$ cat config.mk
export PLATFORM = sky130hd
export DESIGN_NAME = instruction_fetch_unit
export DESIGN_NICKNAME = d
export VERILOG_FILES = /design/src/rtl/instruction_fetch_unit.sv
export SDC_FILE = /design/constraint.sdc
export NUM_CORES = 1
export LEC_CHECK = 0
export BUFFER_PORTS_ARGS = -buffer_cell sky130_fd_sc_hd__buf_4
export CORE_ASPECT_RATIO = 1.2
export CORE_UTILIZATION = 45
export DETAILED_ROUTE_END_ITERATION = 16
export GPL_TIMING_DRIVEN = 0
export PLACE_DENSITY_LB_ADDON = 0.25
export SYNTH_ARGS = -nofsm -noshare
export SYNTH_HDL_FRONTEND = slang
export SYNTH_SLANG_ARGS = --single-unit
$ cat constraint.sdc
create_clock -name clk -period 6 [get_ports clk]
set_input_delay 0.3 -clock clk [delete_from_list [all_inputs] [get_ports clk]]
set_output_delay 0.3 -clock clk [all_outputs]
set_load 0.02 [all_outputs]
$ cat src/rtl/instruction_fetch_unit.sv
// instruction_fetch_unit: PC register, IF/ID pipeline latch and BOOT/RUN/HALT fetch control
// with stall, flush, branch/jump redirect and a saturating delivered-instruction counter.
module instruction_fetch_unit #(
    parameter int          MEM_WORDS = 30,
    parameter logic [31:0] RESET_PC  = 32'h00000000
) (
    input  logic        clk,
    input  logic        rst_n,
    input  logic        Stall,
    input  logic        Flush,
    input  logic        Branch,
    input  logic [31:0] BranchTarget,
    input  logic        Jump,
    input  logic [25:0] JumpIndex,
    output logic [31:0] ReadAddress,
    input  logic [31:0] Instruction,
    output logic [31:0] IF_ID_Instruction,
    output logic [31:0] IF_ID_PCPlus4,
    output logic        IF_ID_Valid,
    output logic        Halted,
    output logic [15:0] FetchCount
);
    localparam logic [31:0] LIMIT = 32'(4 * MEM_WORDS);

    typedef enum logic [1:0] {BOOT, RUN, HALT} state_t;

    state_t      state_q, state_d;
    logic [31:0] pc_q, pc_d, instr_q, pcp4_q;
    logic        valid_q;
    logic [15:0] cnt_q;
    logic        squash, capture;

    logic [31:0] pc_plus4;
    logic        redirect;
    logic [31:0] target;
    logic        unused_ok;

    assign pc_plus4  = pc_q + 32'd4;
    assign redirect  = Branch | Jump;
    assign target    = Branch ? {BranchTarget[31:2], 2'b00} : {pc_plus4[31:28], JumpIndex, 2'b00};
    assign unused_ok = &{1'b0, BranchTarget[1:0]};

    // Flush squashes IF/ID independently of whatever the PC does this edge.
    always_comb begin
        state_d = state_q;
        pc_d    = pc_q;
        squash  = Flush;
        capture = 1'b0;
        case (state_q)
            BOOT: state_d = RUN;
            RUN: if (!Stall) begin
                if (redirect) begin
                    pc_d   = target;
                    squash = 1'b1;
                end else if (pc_q >= LIMIT) begin
                    squash  = 1'b1;
                    state_d = HALT;
                end else begin
                    pc_d    = pc_plus4;
                    capture = 1'b1;
                end
            end
            HALT: begin
                squash = 1'b1;
                if (!Stall && redirect) begin
                    pc_d    = target;
                    state_d = RUN;
                end
            end
            default: state_d = BOOT;
        endcase
    end

    always_ff @(posedge clk or negedge rst_n) begin
        if (!rst_n) begin
            state_q <= BOOT;
            pc_q    <= {RESET_PC[31:2], 2'b00};
            instr_q <= '0;
            pcp4_q  <= '0;
            valid_q <= 1'b0;
            cnt_q   <= '0;
        end else begin
            state_q <= state_d;
            pc_q    <= pc_d;
            if (squash) begin
                instr_q <= '0;
                pcp4_q  <= '0;
                valid_q <= 1'b0;
            end else if (capture) begin
                instr_q <= Instruction;
                pcp4_q  <= pc_plus4;
                valid_q <= 1'b1;
                cnt_q   <= (cnt_q == 16'hFFFF) ? cnt_q : cnt_q + 16'd1;
            end
        end
    end

    assign ReadAddress       = pc_q;
    assign IF_ID_Instruction = instr_q;
    assign IF_ID_PCPlus4     = pcp4_q;
    assign IF_ID_Valid       = valid_q;
    assign Halted            = (state_q == HALT);
    assign FetchCount        = cnt_q;
endmodule
* After elaboration in Yosys (flattened, before gate mapping)
Index checks and enable logic that the tools add are counted.
** Operators by class
- $add $sub $neg :: 2
- Order comparisons :: 1
- Eq/ne operators :: 8
- Muxes and demuxes :: 25
- Bitwise operators :: 3
- Reductions and logical operators :: 8
** Operators by type and width (count)
- 32-bit two-way mux :: 9
- 32-bit one-hot mux with 2 select lines :: 1
- 32-bit by 3-bit adder with 32-bit output, second input constant :: 1
- 32-bit by 7-bit greater-or-equal comparator with 1-bit output, second input constant :: 1
- 16-bit by 1-bit adder with 16-bit output, second input constant :: 1
- 16-bit == test, second input constant :: 1
- 1-bit two-way mux :: 9
- 2-bit two-way mux :: 4
- 4-bit AND reduction :: 2
- 2-bit != test, second input constant :: 3
- 2-bit one-hot mux with 3 select lines :: 1
- 2-bit nonzero test :: 2
- 3-bit != test, second input constant :: 1
- 3-bit AND reduction :: 1
- 2-bit by 1-bit == test with 1-bit output, second input constant :: 1
- 2-bit == test, second input constant :: 1
- 2-bit logical NOT :: 1
- 2-bit by 1-bit != test with 1-bit output, second input constant :: 1
- 1-bit NOT :: 2
- 1-bit one-hot mux with 2 select lines :: 1
- 1-bit logical AND :: 1
- 1-bit logical NOT :: 1
- 1-bit OR :: 1
** Word-level totals
- Register bits after elaboration :: 115
- Output and inout port bits :: 114

* Depth between registers and ports, before layout
Gate-level depths: netlist of run 1.
- Depth in word-level cells :: 7
- Depth in mapped cells :: 9

* Least setup slack after synthesis of run 1
No wires, ideal clock.
- Path type :: reg2reg
- Start :: reg state_q[1]
- End :: reg cnt_q[1] (netlist: FetchCount[1])
- Library setup time :: 0.128 ns
- Arrival :: 2.112 ns
- Required time :: 5.872 ns
- Setup slack :: 3.760 ns
- Cell stages (with the launch flop) :: 8
- Buffers on the path :: 0
- Cell sequence :: dfrtp_1 inv_1 ha_1 or4b_4 a221oi_2 nor4b_4 nand2_2 mux2_1
** On the way
- Word-level cells in the longest chain between the ends :: 4
- Elaborated cells between the ends (all ways) :: 6
- Classes of those cells :: eq/ne: 2; mux: 2; bitwise: 1; reduce/logical: 1
** RTL lines
- start: declaration :: RTL line 27 : state_t state_q, state_d;
- start signal: assignment :: RTL line 83 : state_q <= state_d;
- 2-bit == test / 2-bit by 1-bit == test with 1-bit output (equally long branches) :: RTL line 49 : case (state_q)
- 1-bit one-hot mux with 2 select lines :: RTL line 49
- 1-bit NOT (no source line)
- 3-bit AND reduction (no source line) (*)
- end signal: assignment :: RTL line 93 : cnt_q <= (cnt_q == 16'hFFFF) ? cnt_q : cnt_q + 16'd1;
- end: declaration :: RTL line 30 : logic [15:0] cnt_q;
Every way passes the cells marked *; elsewhere a longest branch is shown, timed or not.
A chain may end at the register's enable or synchronous reset.

* Worst setup path after layout of run 1
- Start :: reg state_q[1]
- End :: reg pc_q[3] (netlist: ReadAddress[3])
** On the way
- Word-level cells in the longest chain between the ends :: 3
- Elaborated cells between the ends (all ways) :: 8
- Classes of those cells :: eq/ne: 5; mux: 1; reduce/logical: 2
** RTL lines
- 2-bit by 1-bit == test with 1-bit output / 2-bit == test (equally long branches) :: RTL line 49
- 3-bit != test (no source line) (tied with other cells)
- 4-bit AND reduction (no source line)
- end signal: assignment :: RTL line 77 : pc_q <= {RESET_PC[31:2], 2'b00};
- end signal: assignment :: RTL line 84 : pc_q <= pc_d;
- end: declaration :: RTL line 28 : logic [31:0] pc_q, pc_d, instr_q, pcp4_q;
Several ways; a longest one is shown, not always the timed one.

==> results.json, run 1 <==
{
  "outcome": "finished clean",
  "cts.sinks": 112,
  "maxCapViolCount": 0,
  "cts_resized": 0,
  "synth_top_cell_by_area": "dfrtp_1",
  "crit_top_cell": "nor2_1",
  "antenna_cells": 0,
  "final_nets": 786,
  "reg2reg_to": "ReadAddress[3]$_DFFE_PN0P_",
  "met3_usage_pct": 4.51,
  "muxShareOfSynthArea_pct": 5.80,
  "peakVddDrop_mv": 0.232,
  "final_area_um2": 7370,
  "avgViaCountPerCell": 5.48,
  "worstSetupPathType": "flip-flop to flip-flop",
  "min_period_ns": 2.65,
  "max_freq_mhz": 377,
  "grt_pass1_vias": 4641,
  "cts_buffers": 9,
  "total_power_mw": 2.46,
  "synth.ff_latch_count": 112,
  "synth-compound-area-share_pct": 16.4,
  "reg2reg_from": "state_q[1]$_DFFE_PN0P_",
  "worstSetupStartpointType": "flip-flop",
  "setup_ws_ns": 3.35,
  "drv_slew": 0,
  "finalCritPeriodShare_pct": 44.2,
  "dp_hpwl_mm": 10.6,
  "p_sw_mw": 0.916,
  "synth-main-ff-cell": "dfrtp_1",
  "drive_above_1_share_pct": 37.5,
  "synthXorXnorAreaFrac_pct": 2.82,
  "cts.clk_slew.worst_paths_ns": 0.08,
  "placed_cell_area_um2": 7020,
  "grt_pass1_wl_mm": 22.5,
  "area_delta_synth_final_pct": 39.6,
  "p_leak_nw": 3.63,
  "crit_arrival_ns": 2.89,
  "grt_usage_pct": 23.8,
  "synth_cells": 465,
  "grt_busiest_layer": "met2",
  "hold_path.class": "input port to flip-flop",
  "synth-simple-area-share_pct": 16.3,
  "fin_tns_setup_ns": 0,
  "die_area_um2": 12200,
  "grt_util_met1_pct": 29.2,
  "yosysTopAreaCellShare_pct": 53.0,
  "ctsHoldBuffers": 0,
  "crit_family": "buffers and inverters",
  "cp_max_fo": 10,
  "min_from": "Instruction[19]",
  "gr-usage-met2_pct": 40.1,
  "worst-path-buf-inv": 3,
  "swShare_pct": 37.2,
  "layout_commonest_cell": "buf_4",
  "antenna_found_initial": 0,
  "num_rows": 43,
  "cts-root-buf": "clkbuf_16",
  "drc": 0,
  "post-route-util_pct": 64.1,
  "crit_path_top_delay_cell": "dfrtp_1",
  "clkPwrFrac_pct": 25.6,
  "synth_top_family_by_area": "compound AO/OA/AOI/OAI gates",
  "drt_pre_antenna_iters": 4,
  "synthAdderAreaFrac_pct": 1.66,
  "worstRegToRegCells": 9,
  "cts_tree": "yes",
  "io_buffers": 204,
  "fin_skew_ns": 0.0129,
  "rrSetupSlack_ns": 3.35,
  "combPwrFrac_pct": 33.7,
  "start_util_pct": 45.9,
  "worst_slew_pin_slew_ns": 0.872,
  "dpl_worst_slack_ns": 3.38,
  "slew_headroom_pct": 41.3,
  "hold_end": "IF_ID_Instruction[19]$_DFFE_PN0P_",
  "totalWireLength_mm": 14.3,
  "crit_chain": "inv_1 -> ha_1 -> nor2_1 -> or2_2 -> clkbuf_1 -> nor2_1 -> a31oi_1 -> buf_2 -> mux2_2",
  "critical_path_required_ns": 6.24,
  "synth.avg_cell_area_um2": 11.4,
  "place_congestion": 0.897,
  "ant_nets": 0,
  "drt-wirelength-per-cell_um": 16.9,
  "synth.distinct_cells": 53,
  "seq_power_share_pct": 40.7,
  "core_area_um2": 11500,
  "ys_warn_count": 0,
  "vias": 4630,
  "h-tree-depth": 3,
  "hold_slack_ns": 0.163,
  "cp-end-kind": "flip-flop",
  "async_flop_share_pct": 100,
  "p_int_mw": 1.54,
  "hold_viol": 0,
  "clockBufferDepth": 2,
  "p_per_area_nw_per_um2": 334,
  "final_cells": 845,
  "max_stage_delay_ns": 0.39,
  "synth_edf_count": 0,
  "synth-seq-area-share_pct": 53.0,
  "drt_iter0_markers": 207,
  "die_h_um": 121,
  "grt_overflow": 0,
  "post_cts_buffers": 0,
  "ios": 210,
  "setup_viol": 0,
  "grt_max_degree": 113,
  "num-fill-cells": 983,
  "clk_latency_ns": 0.35,
  "final_cell_mix": "206 x buf_4, 112 x dfrtp_1, 37 x a22o_1",
  "synth.cell_area_um2": 5280,
  "netlist_top_cells_area": "dfrtp_1 53%, a22o_1 6.1%, and2_1 3.6%",
  "min_delay_path_depth": 2,
  "rsz0062_at_grt": "false",
  "dp.cells": 827,
  "die_width_um": 101
}
[how the worst max path moves through the flow]
stage                      startpoint                           to  depth (start not counted)
5_1_grt        state_q[1]$_DFFE_PN0P_  ReadAddress[27]$_DFFE_PN0P_                          9
3_5_place_dp   state_q[1]$_DFFE_PN0P_  ReadAddress[26]$_DFFE_PN0P_                          9
6_report       state_q[1]$_DFFE_PN0P_   ReadAddress[3]$_DFFE_PN0P_                          9
4_1_cts        state_q[1]$_DFFE_PN0P_   ReadAddress[3]$_DFFE_PN0P_                          9
3_3_place_gp   state_q[1]$_DFFE_PN0P_  ReadAddress[26]$_DFFE_PN0P_                          9
2_1_floorplan  state_q[1]$_DFFE_PN0P_    FetchCount[1]$_DFFE_PN0P_                          7
[state kept, by name (all words and copies together), names as in the netlist]
name               flops
IF_ID_Instruction     32
IF_ID_PCPlus4         31
ReadAddress           30
FetchCount            16
state_q                2
IF_ID_Valid            1
[worst register-to-register path: stages (launching register included)]
cell      delay (ns)
dfrtp_1         0.39
inv_1           0.09
ha_1            0.26
nor2_1          0.16
or2_2           0.12
clkbuf_1        0.33
nor2_1          0.21
a31oi_1         0.27
buf_2           0.33
mux2_2          0.37
[metal layers]
layer / routed length (um) / part of all wire [%]
met1: 5810 / 41
met2: 7300 / 51
met3: 836 / 5.9
met4: 338 / 2.4
met5: 0 / 0
[final cells by class]
type / count / area, um^2 / area share (%)
clock buffers: 9 / 225 / 3.05
multi-input cells: 315 / 2280 / 30.9
clock inverters: 7 / 92.6 / 1.26
well taps: 157 / 196 / 2.66
flip-flops and latches: 112 / 2800 / 38.0
plain buffers: 33 / 183 / 2.48
repair buffers: 206 / 1570 / 21.3
inverters: 6 / 22.5 / 0.305
[logic make-up (layout without fill, tap and decap cells)]
kind of cell,count (synthesis),count (layout)
xor gates and xnor gates,17,17
muxes,29,29
and+or+nand+nor,148,148
adders and majority gates,7,7
DFF,112,112
AOI/OAI and AO/OA,112,112
other,1,2
buffers and inverters,39,261
[power by group through the flow]
| stage | sequential, mW | clock, mW | combinational [mW] |
|---|---|---|---|
| floorplan | 1.09 | 0 | 0.382 |
| global placement | 1.00 | 0 | 0.811 |
| detailed placement | 1.01 | 0 | 0.831 |
| CTS | 0.995 | 0.644 | 0.834 |
| global route | 1.02 | 0.676 | 0.897 |
| finish | 1.00 | 0.630 | 0.829 |
[cells in the mapped netlist (all sizes together), types with 2 or more instances]
library cell / n
o31a: 2
xnor2: 16
nand4: 8
nor2b: 10
mux2i: 16
o31ai: 5
buf: 16
nor3b: 2
inv: 6
and3: 11
or2: 2
nand2: 7
a31oi: 10
clkbuf: 17
and2: 30
a22oi: 3
ha: 7
nand3: 22
a21oi: 11
nor2: 29
and4: 4
dfrtp: 112
a211oi: 9
o21ai: 9
o21bai: 3
mux2: 13
a41oi: 5
a22o: 37
nor3: 6
o2bb2ai: 2
o22a: 12
nor4: 10
nand4b: 2
(Power assumes the default switching activity.)
==> inputs of run 2 (changes only) <==
--- a/config.mk
+++ b/config.mk
@@ -7,7 +7,7 @@
 export LEC_CHECK = 0
 export BUFFER_PORTS_ARGS = -buffer_cell sky130_fd_sc_hd__buf_4
 export CORE_ASPECT_RATIO = 1.2
-export CORE_UTILIZATION = 45
+export CORE_UTILIZATION = 44
 export DETAILED_ROUTE_END_ITERATION = 16
 export GPL_TIMING_DRIVEN = 0
 export PLACE_DENSITY_LB_ADDON = 0.25
==> constraint.sdc (replaced) <==
create_clock -name clk -period 2.2 [get_ports clk]
set_input_delay 0.11 -clock clk [delete_from_list [all_inputs] [get_ports clk]]
set_output_delay 0.11 -clock clk [all_outputs]
set_load 0.02 [all_outputs]
==> run 2 against run 1 <==
Compared with the run above: the flow now finishes with violations (setup timing); non-clock buffer count increased by 52; first-iteration DRC count increased by 22%; setup slack worse by 3.4 ns; sequential power grew to 2.8 times the previous value; sequential share of layout area fell by 3.4 points; clock skew decreased by 0.00084 ns; routed wire length grew 11%; critical path depth is 2 lower; hold slack got worse by 0.099 ns; largest power group unchanged.
==> results.json, run 2 (synthesis gave the netlist of run 1 again) <==
{
  "outcome": "finished with violations",
  "violations": "setup timing",
  "drc": 0,
  "start_util_pct": 45.5,
  "final_area_um2": 8110,
  "drt-wirelength-per-cell_um": 17.7,
  "layout_commonest_cell": "buf_4",
  "drt_iter0_markers": 253,
  "grt_pass1_wl_mm": 24.1,
  "die_area_um2": 12500,
  "fin_skew_ns": 0.0121,
  "drv_slew": 0,
  "worstSetupStartpointType": "flip-flop",
  "max_stage_delay_ns": 0.46,
  "cts-root-buf": "clkbuf_16",
  "clockBufferDepth": 2,
  "crit_arrival_ns": 2.45,
  "drt_pre_antenna_iters": 5,
  "cts_buffers": 9,
  "final_cell_mix": "228 x buf_4, 109 x dfrtp_1, 37 x a22o_1",
  "num_rows": 43,
  "drive_above_1_share_pct": 43.5,
  "placed_cell_area_um2": 7030,
  "place_congestion": 0.862,
  "cp_max_fo": 10,
  "grt_overflow": 0,
  "grt_usage_pct": 25.1,
  "antenna_found_initial": 0,
  "avgViaCountPerCell": 5.55,
  "cts.sinks": 112,
  "p_per_area_nw_per_um2": 866,
  "maxCapViolCount": 0,
  "clk_latency_ns": 0.35,
  "antenna_cells": 0,
  "grt_max_degree": 113,
  "worstSetupPathType": "flip-flop to flip-flop",
  "setup_ws_ns": -0.0127,
  "slew_headroom_pct": 48.6,
  "cts.clk_slew.worst_paths_ns": 0.08,
  "min_period_ns": 2.21,
  "hold_path.class": "input port to flip-flop",
  "p_leak_nw": 3.91,
  "totalWireLength_mm": 15.9,
  "worst_slew_pin_slew_ns": 0.770,
  "critical_path_required_ns": 2.44,
  "final_nets": 838,
  "cp-end-kind": "flip-flop",
  "peakVddDrop_mv": 0.606,
  "core_area_um2": 11600,
  "ios": 210,
  "finalCritPeriodShare_pct": 101,
  "rrSetupSlack_ns": -0.01,
  "vias": 4981,
  "hold_viol": 0,
  "rsz0062_at_grt": "true",
  "ant_nets": 0,
  "fin_tns_setup_ns": -0.0309,
  "io_buffers": 204,
  "die_h_um": 122,
  "die_width_um": 102,
  "h-tree-depth": 3,
  "cts_tree": "yes",
  "dp_hpwl_mm": 10.7,
  "hold_slack_ns": 0.0646,
  "area_delta_synth_final_pct": 53.4,
  "crit_path_top_delay_cell": "dfrtp_2",
  "largest_reg_flops": 32,
  "setup_viol": 5,
  "max_freq_mhz": 452,
  "grt_pass1_vias": 4879,
  "crit_chain": "nor4_4 -> nand4_1 -> nor4_4 -> nor3b_4 -> buf_4 -> buf_4 -> a22o_1"
}
## run 2: cell count changes in the layout (fill, tap and decap cells not counted), moves of 6 or more
cell,delta
buf_4,+22
nand3_1,-8
clkbuf_1,-11
nor4_1,-7
nand3_2,+6
dlygate4sd3_1,+32
## run 2: critical path, delay by kind of cell, from the launching register on
kind,cells,cell delay (ns)
simple gates,4,1.06
flops,1,0.46
buf+inv,2,0.34
compound gates,1,0.24
## run 2: layout make-up
| cell class | count | area (um^2) |
|---|---|---|
| Clock inverter | 6 | 63.8 |
| Multi-Input combinational cell | 315 | 2490 |
| Tap cell | 157 | 196 |
| Timing Repair Buffer | 260 | 2080 |
| Clock buffer | 10 | 229 |
| Buffer | 31 | 218 |
| Inverter | 6 | 22.5 |
| Sequential cell | 112 | 2810 |
| Fill cell | 847 | 3510 |
## run 2: repair_timing
action | in CTS | in global routing
endpoints found under the hold margin | 32 | 41
setup endpoints to repair | 107 | 108
gates resized for setup | 32 | 41
hold buffers | 32 | 1
cloned | 1 | 1
buffers inserted | 12 | 8
pin swaps | 5 | 12
## run 2: layer usage
metal  vias to the layer above  wire, um  track usage, %
met1                      2442      6190            30.6
met4                         0       401            9.64
met5                         -         0               0
li1                       2263         -               -
met3                        41      1090            4.82
met2                       235      8220            43.3
## run 2: worst paths after layout
kind,start,to,cells after the start
setup reg to reg,ReadAddress[10]$_DFFE_PN0P_,IF_ID_Instruction[22]$_DFFE_PN0P_,7
hold / removal,BranchTarget[28],ReadAddress[28]$_DFFE_PN0P_,3
min in group asynchronous,rst_n,FetchCount[9]$_DFFE_PN0P_,2
max in group asynchronous,rst_n,ReadAddress[8]$_DFFE_PN0P_,3
setup / recovery,ReadAddress[10]$_DFFE_PN0P_,IF_ID_Instruction[22]$_DFFE_PN0P_,7
hold reg to reg,FetchCount[9]$_DFFE_PN0P_,FetchCount[9]$_DFFE_PN0P_,1
## run 2: stage by stage
stage / total power, mW / instances / setup slack (ns) / utilization (%)
2_1_floorplan: 4.03 / 466 / -0.0132 / -
3_3_place_gp: 4.97 / 827 / -0.345 / 60.5
3_5_place_dp: 5.04 / 827 / -0.384 / 60.5
4_1_cts: 6.88 / 887 / 0.00456 / 67.4
5_1_grt: 7.35 / 897 / -0.140 / 69.8
6_report: 7.02 / 897 / -0.0127 / 69.8
## run 2: power by group
| group | internal [mW] | leakage, nW | switching [mW] |
|---|---|---|---|
| sequential | 2.34 | 1.49 | 0.418 |
| combinational | 1.22 | 2.28 | 1.46 |
| clock | 0.800 | 0.139 | 0.792 |
==> inputs of run 3 (changes only) <==
--- a/config.mk
+++ b/config.mk
@@ -5,9 +5,10 @@
 export SDC_FILE = /design/constraint.sdc
 export NUM_CORES = 1
 export LEC_CHECK = 0
+export ABC_AREA = 1
 export BUFFER_PORTS_ARGS = -buffer_cell sky130_fd_sc_hd__buf_4
 export CORE_ASPECT_RATIO = 1.2
-export CORE_UTILIZATION = 44
+export CORE_UTILIZATION = 45
 export DETAILED_ROUTE_END_ITERATION = 16
 export GPL_TIMING_DRIVEN = 0
 export PLACE_DENSITY_LB_ADDON = 0.25
==> run 3 against run 2 <==
Compared with the run above: highest routed layer unchanged; critical path depth up 5; total power up 12%; fmax up 8.3%; via count up 23%; critical endpoint is now IF_ID_Instruction[16]$_DFFE_PN0P_; routed wire length up 10%; combinational power up 28%; global-route usage up 1.1 points; area after synthesis up 14%; the flow now finishes without violations; register-to-register slack better by 0.17 ns; clock skew down 0.00078 ns; utilization down 4.2 points; largest cell class unchanged.
==> results.json, run 3 <==
{
  "drive_above_1_share_pct": 26.6,
  "grt_pass1_wl_mm": 28.7,
  "cp-end-kind": "flip-flop",
  "met3_usage_pct": 3.39,
  "final_area_um2": 8420,
  "crit_path_top_delay_cell": "dfrtp_2",
  "core_area_um2": 12800,
  "yosysMostFrequentCell": "nand2_1",
  "ios": 210,
  "h-tree-depth": 3,
  "synth.avg_cell_area_um2": 7.57,
  "hold_path.class": "input port to flip-flop",
  "drv_slew": 0,
  "worst_slew_pin_slew_ns": 0.600,
  "synth_cells": 795,
  "maxCapViolCount": 0,
  "die_width_um": 108,
  "peakVddDrop_mv": 0.537,
  "fin_skew_ns": 0.0113,
  "synthTopCellsByCount": "212 x nand2_1, 127 x nor2_1, 112 x dfrtp_1, 107 x nand3_1, 59 x inv_1",
  "drt_iter0_markers": 324,
  "rsz0062_at_grt": "true",
  "grt_pass1_vias": 6061,
  "min_from": "Instruction[17]",
  "swShare_pct": 42.6,
  "critical_path_required_ns": 2.43,
  "clockBufferDepth": 2,
  "p_int_mw": 4.53,
  "min_period_ns": 2.04,
  "start_util_pct": 46.9,
  "cts-root-buf": "clkbuf_16",
  "ys_warn_count": 0,
  "reg2reg_from": "ReadAddress[2]$_DFFE_PN0P_",
  "num-fill-cells": 1161,
  "post-route-util_pct": 65.6,
  "final_cell_mix": "217 x buf_4, 212 x nand2_1, 125 x nor2_1",
  "grt_busiest_layer": "met2",
  "antenna_cells": 0,
  "io_buffers": 205,
  "gr-usage-met2_pct": 47.1,
  "largest_reg_flops": 32,
  "crit_family": "simple AND/OR/NAND/NOR gates",
  "outcome": "finished clean",
  "synth.distinct_cells": 35,
  "synth.ff_latch_count": 112,
  "yosysTopAreaCellShare_pct": 46.6,
  "synth_top_cell_by_area": "dfrtp_1",
  "async_flop_share_pct": 100,
  "multi_input_area_um2": 2750,
  "cts_tree": "yes",
  "worstSetupStartpointType": "flip-flop",
  "grt_util_met1_pct": 31.3,
  "ant_nets": 0,
  "drt-wirelength-per-cell_um": 14.5,
  "finalCritPeriodShare_pct": 92.9,
  "final_nets": 1145,
  "synth_edf_count": 0,
  "placed_cell_area_um2": 7790,
  "cts_buffers": 9,
  "avgViaCountPerCell": 5.05,
  "p_sw_mw": 3.36,
  "area.sequential_um2": 2810,
  "combPwrFrac_pct": 43.3,
  "grt_max_degree": 65,
  "netlist_top_cells_area": "dfrtp_1 47%, nand2_1 13%, nand3_1 8.9%",
  "totalWireLength_mm": 17.5,
  "area_delta_synth_final_pct": 40.0,
  "place_congestion": 0.911,
  "p_per_area_nw_per_um2": 937,
  "antenna_found_initial": 0,
  "final_cells": 1210,
  "dp.cells": 1166,
  "crit_chain": "inv_1 -> ha_1 -> nand2_1 -> a21oi_2 -> nor2_2 -> nand3_2 -> inv_1 -> nand3b_1 -> buf_4 -> buf_4 -> nand3_1 -> nand2_1",
  "seq_power_share_pct": 35.5,
  "grt_overflow": 0,
  "p_leak_nw": 4.39,
  "synth.cell_area_um2": 6010,
  "synth-main-ff-cell": "dfrtp_1",
  "cts.clk_slew.worst_paths_ns": 0.07,
  "worstSetupPathType": "flip-flop to flip-flop",
  "hold_viol": 0,
  "num_rows": 45,
  "grt_usage_pct": 26.2,
  "crit_arrival_ns": 2.27,
  "cp_max_fo": 10,
  "max_stage_delay_ns": 0.41,
  "clkPwrFrac_pct": 21.2,
  "clk_latency_ns": 0.35,
  "drt_pre_antenna_iters": 5,
  "total_power_mw": 7.89,
  "worst-path-buf-inv": 4,
  "cts.sinks": 112,
  "dp_hpwl_mm": 13.0,
  "max_freq_mhz": 489,
  "die_area_um2": 13800,
  "crit_path_start": "ReadAddress[2]$_DFFE_PN0P_",
  "setup_viol": 0,
  "drc": 0,
  "layout_commonest_cell": "buf_4",
  "post_cts_buffers": 0,
  "vias": 6107,
  "die_h_um": 129,
  "slew_headroom_pct": 60.0,
  "synth-seq-area-share_pct": 46.6
}
[run 3: worst register-to-register path, stage by stage, from the launching register on]
cell and delay (ns):
dfrtp_2 0.41, inv_1 0.09, ha_1 0.21, nand2_1 0.09
a21oi_2 0.07, nor2_2 0.15, nand3_2 0.14, inv_1 0.13
nand3b_1 0.11, buf_4 0.20, buf_4 0.18, nand3_1 0.09
nand2_1 0.07
[run 3: cells by family after synthesis]
| family | share of synthesized area, % |
|---|---|
| adders and majority gates | 1.46 |
| xor gates and xnor gates | 3.20 |
| and+or+nand+nor | 34.4 |
| other | 0.0623 |
| AOI/OAI and AO/OA | 5.66 |
| DFF | 46.6 |
| buffers and inverters | 8.07 |
| muxes | 0.499 |
[run 3: final timing paths]
path,to,slack [ns],cells after the start
setup / recovery,IF_ID_Instruction[16]$_DFFE_PN0P_,0.16,12
hold / removal,IF_ID_Instruction[17]$_DFFE_PN0P_,0.01,3
max in group asynchronous,ReadAddress[24]$_DFFE_PN0P_,1.22,3
min in group asynchronous,IF_ID_Instruction[29]$_DFFE_PN0P_,0.28,2
setup reg to reg,IF_ID_Instruction[16]$_DFFE_PN0P_,0.16,12
hold reg to reg,IF_ID_PCPlus4[30]$_DFFE_PN0P_,0.49,2
[run 3: power groups by stage]
| stage | registers [mW] | clock network [mW] | logic [mW] |
|---|---|---|---|
| 4_1_cts | 2.79 | 1.69 | 3.40 |
| 5_1_grt | 2.85 | 1.77 | 3.77 |
| 3_3_place_gp | 2.82 | 0 | 3.31 |
| 3_5_place_dp | 2.82 | 0 | 3.36 |
| 6_report | 2.80 | 1.67 | 3.42 |
| 2_1_floorplan | 3.04 | 0 | 1.87 |
[run 3: final cells by class]
cell class | count | share of cell area, %
Sequential cell | 112 | 33.3
Buffer | 39 | 3.11
Inverter | 64 | 2.85
Clock inverter | 5 | 0.788
Clock buffer | 10 | 2.72
Multi-Input combinational cell | 581 | 32.6
Tap cell | 164 | 2.44
Timing Repair Buffer | 235 | 22.1
[run 3: per-stage QoR]
step / worst slack, ns / setup TNS, ns / hold slack, ns
after floorplan: 0.276 / 0 / -0.186
after global placement: 0.139 / 0 / 0.334
after detailed placement: 0.0932 / 0 / 0.0872
after CTS: 0.0749 / 0 / 0.00383
after global routing: -0.0139 / -0.0260 / 0.0123
final: 0.157 / 0 / 0.0137
[run 3: layer usage]
metal	part of all wire, %	vias up
met5	0	-
met4	3.0	0
met3	5.8	40
met2	50	242
met1	41	2790
li1	-	3035
[run 3: timing repair]
item | CTS | global route
gates resized for setup | 0 | 18
hold buffers | 29 | 0
endpoints found under the hold margin | 76 | 0
endpoints found under the setup margin | 0 | 71
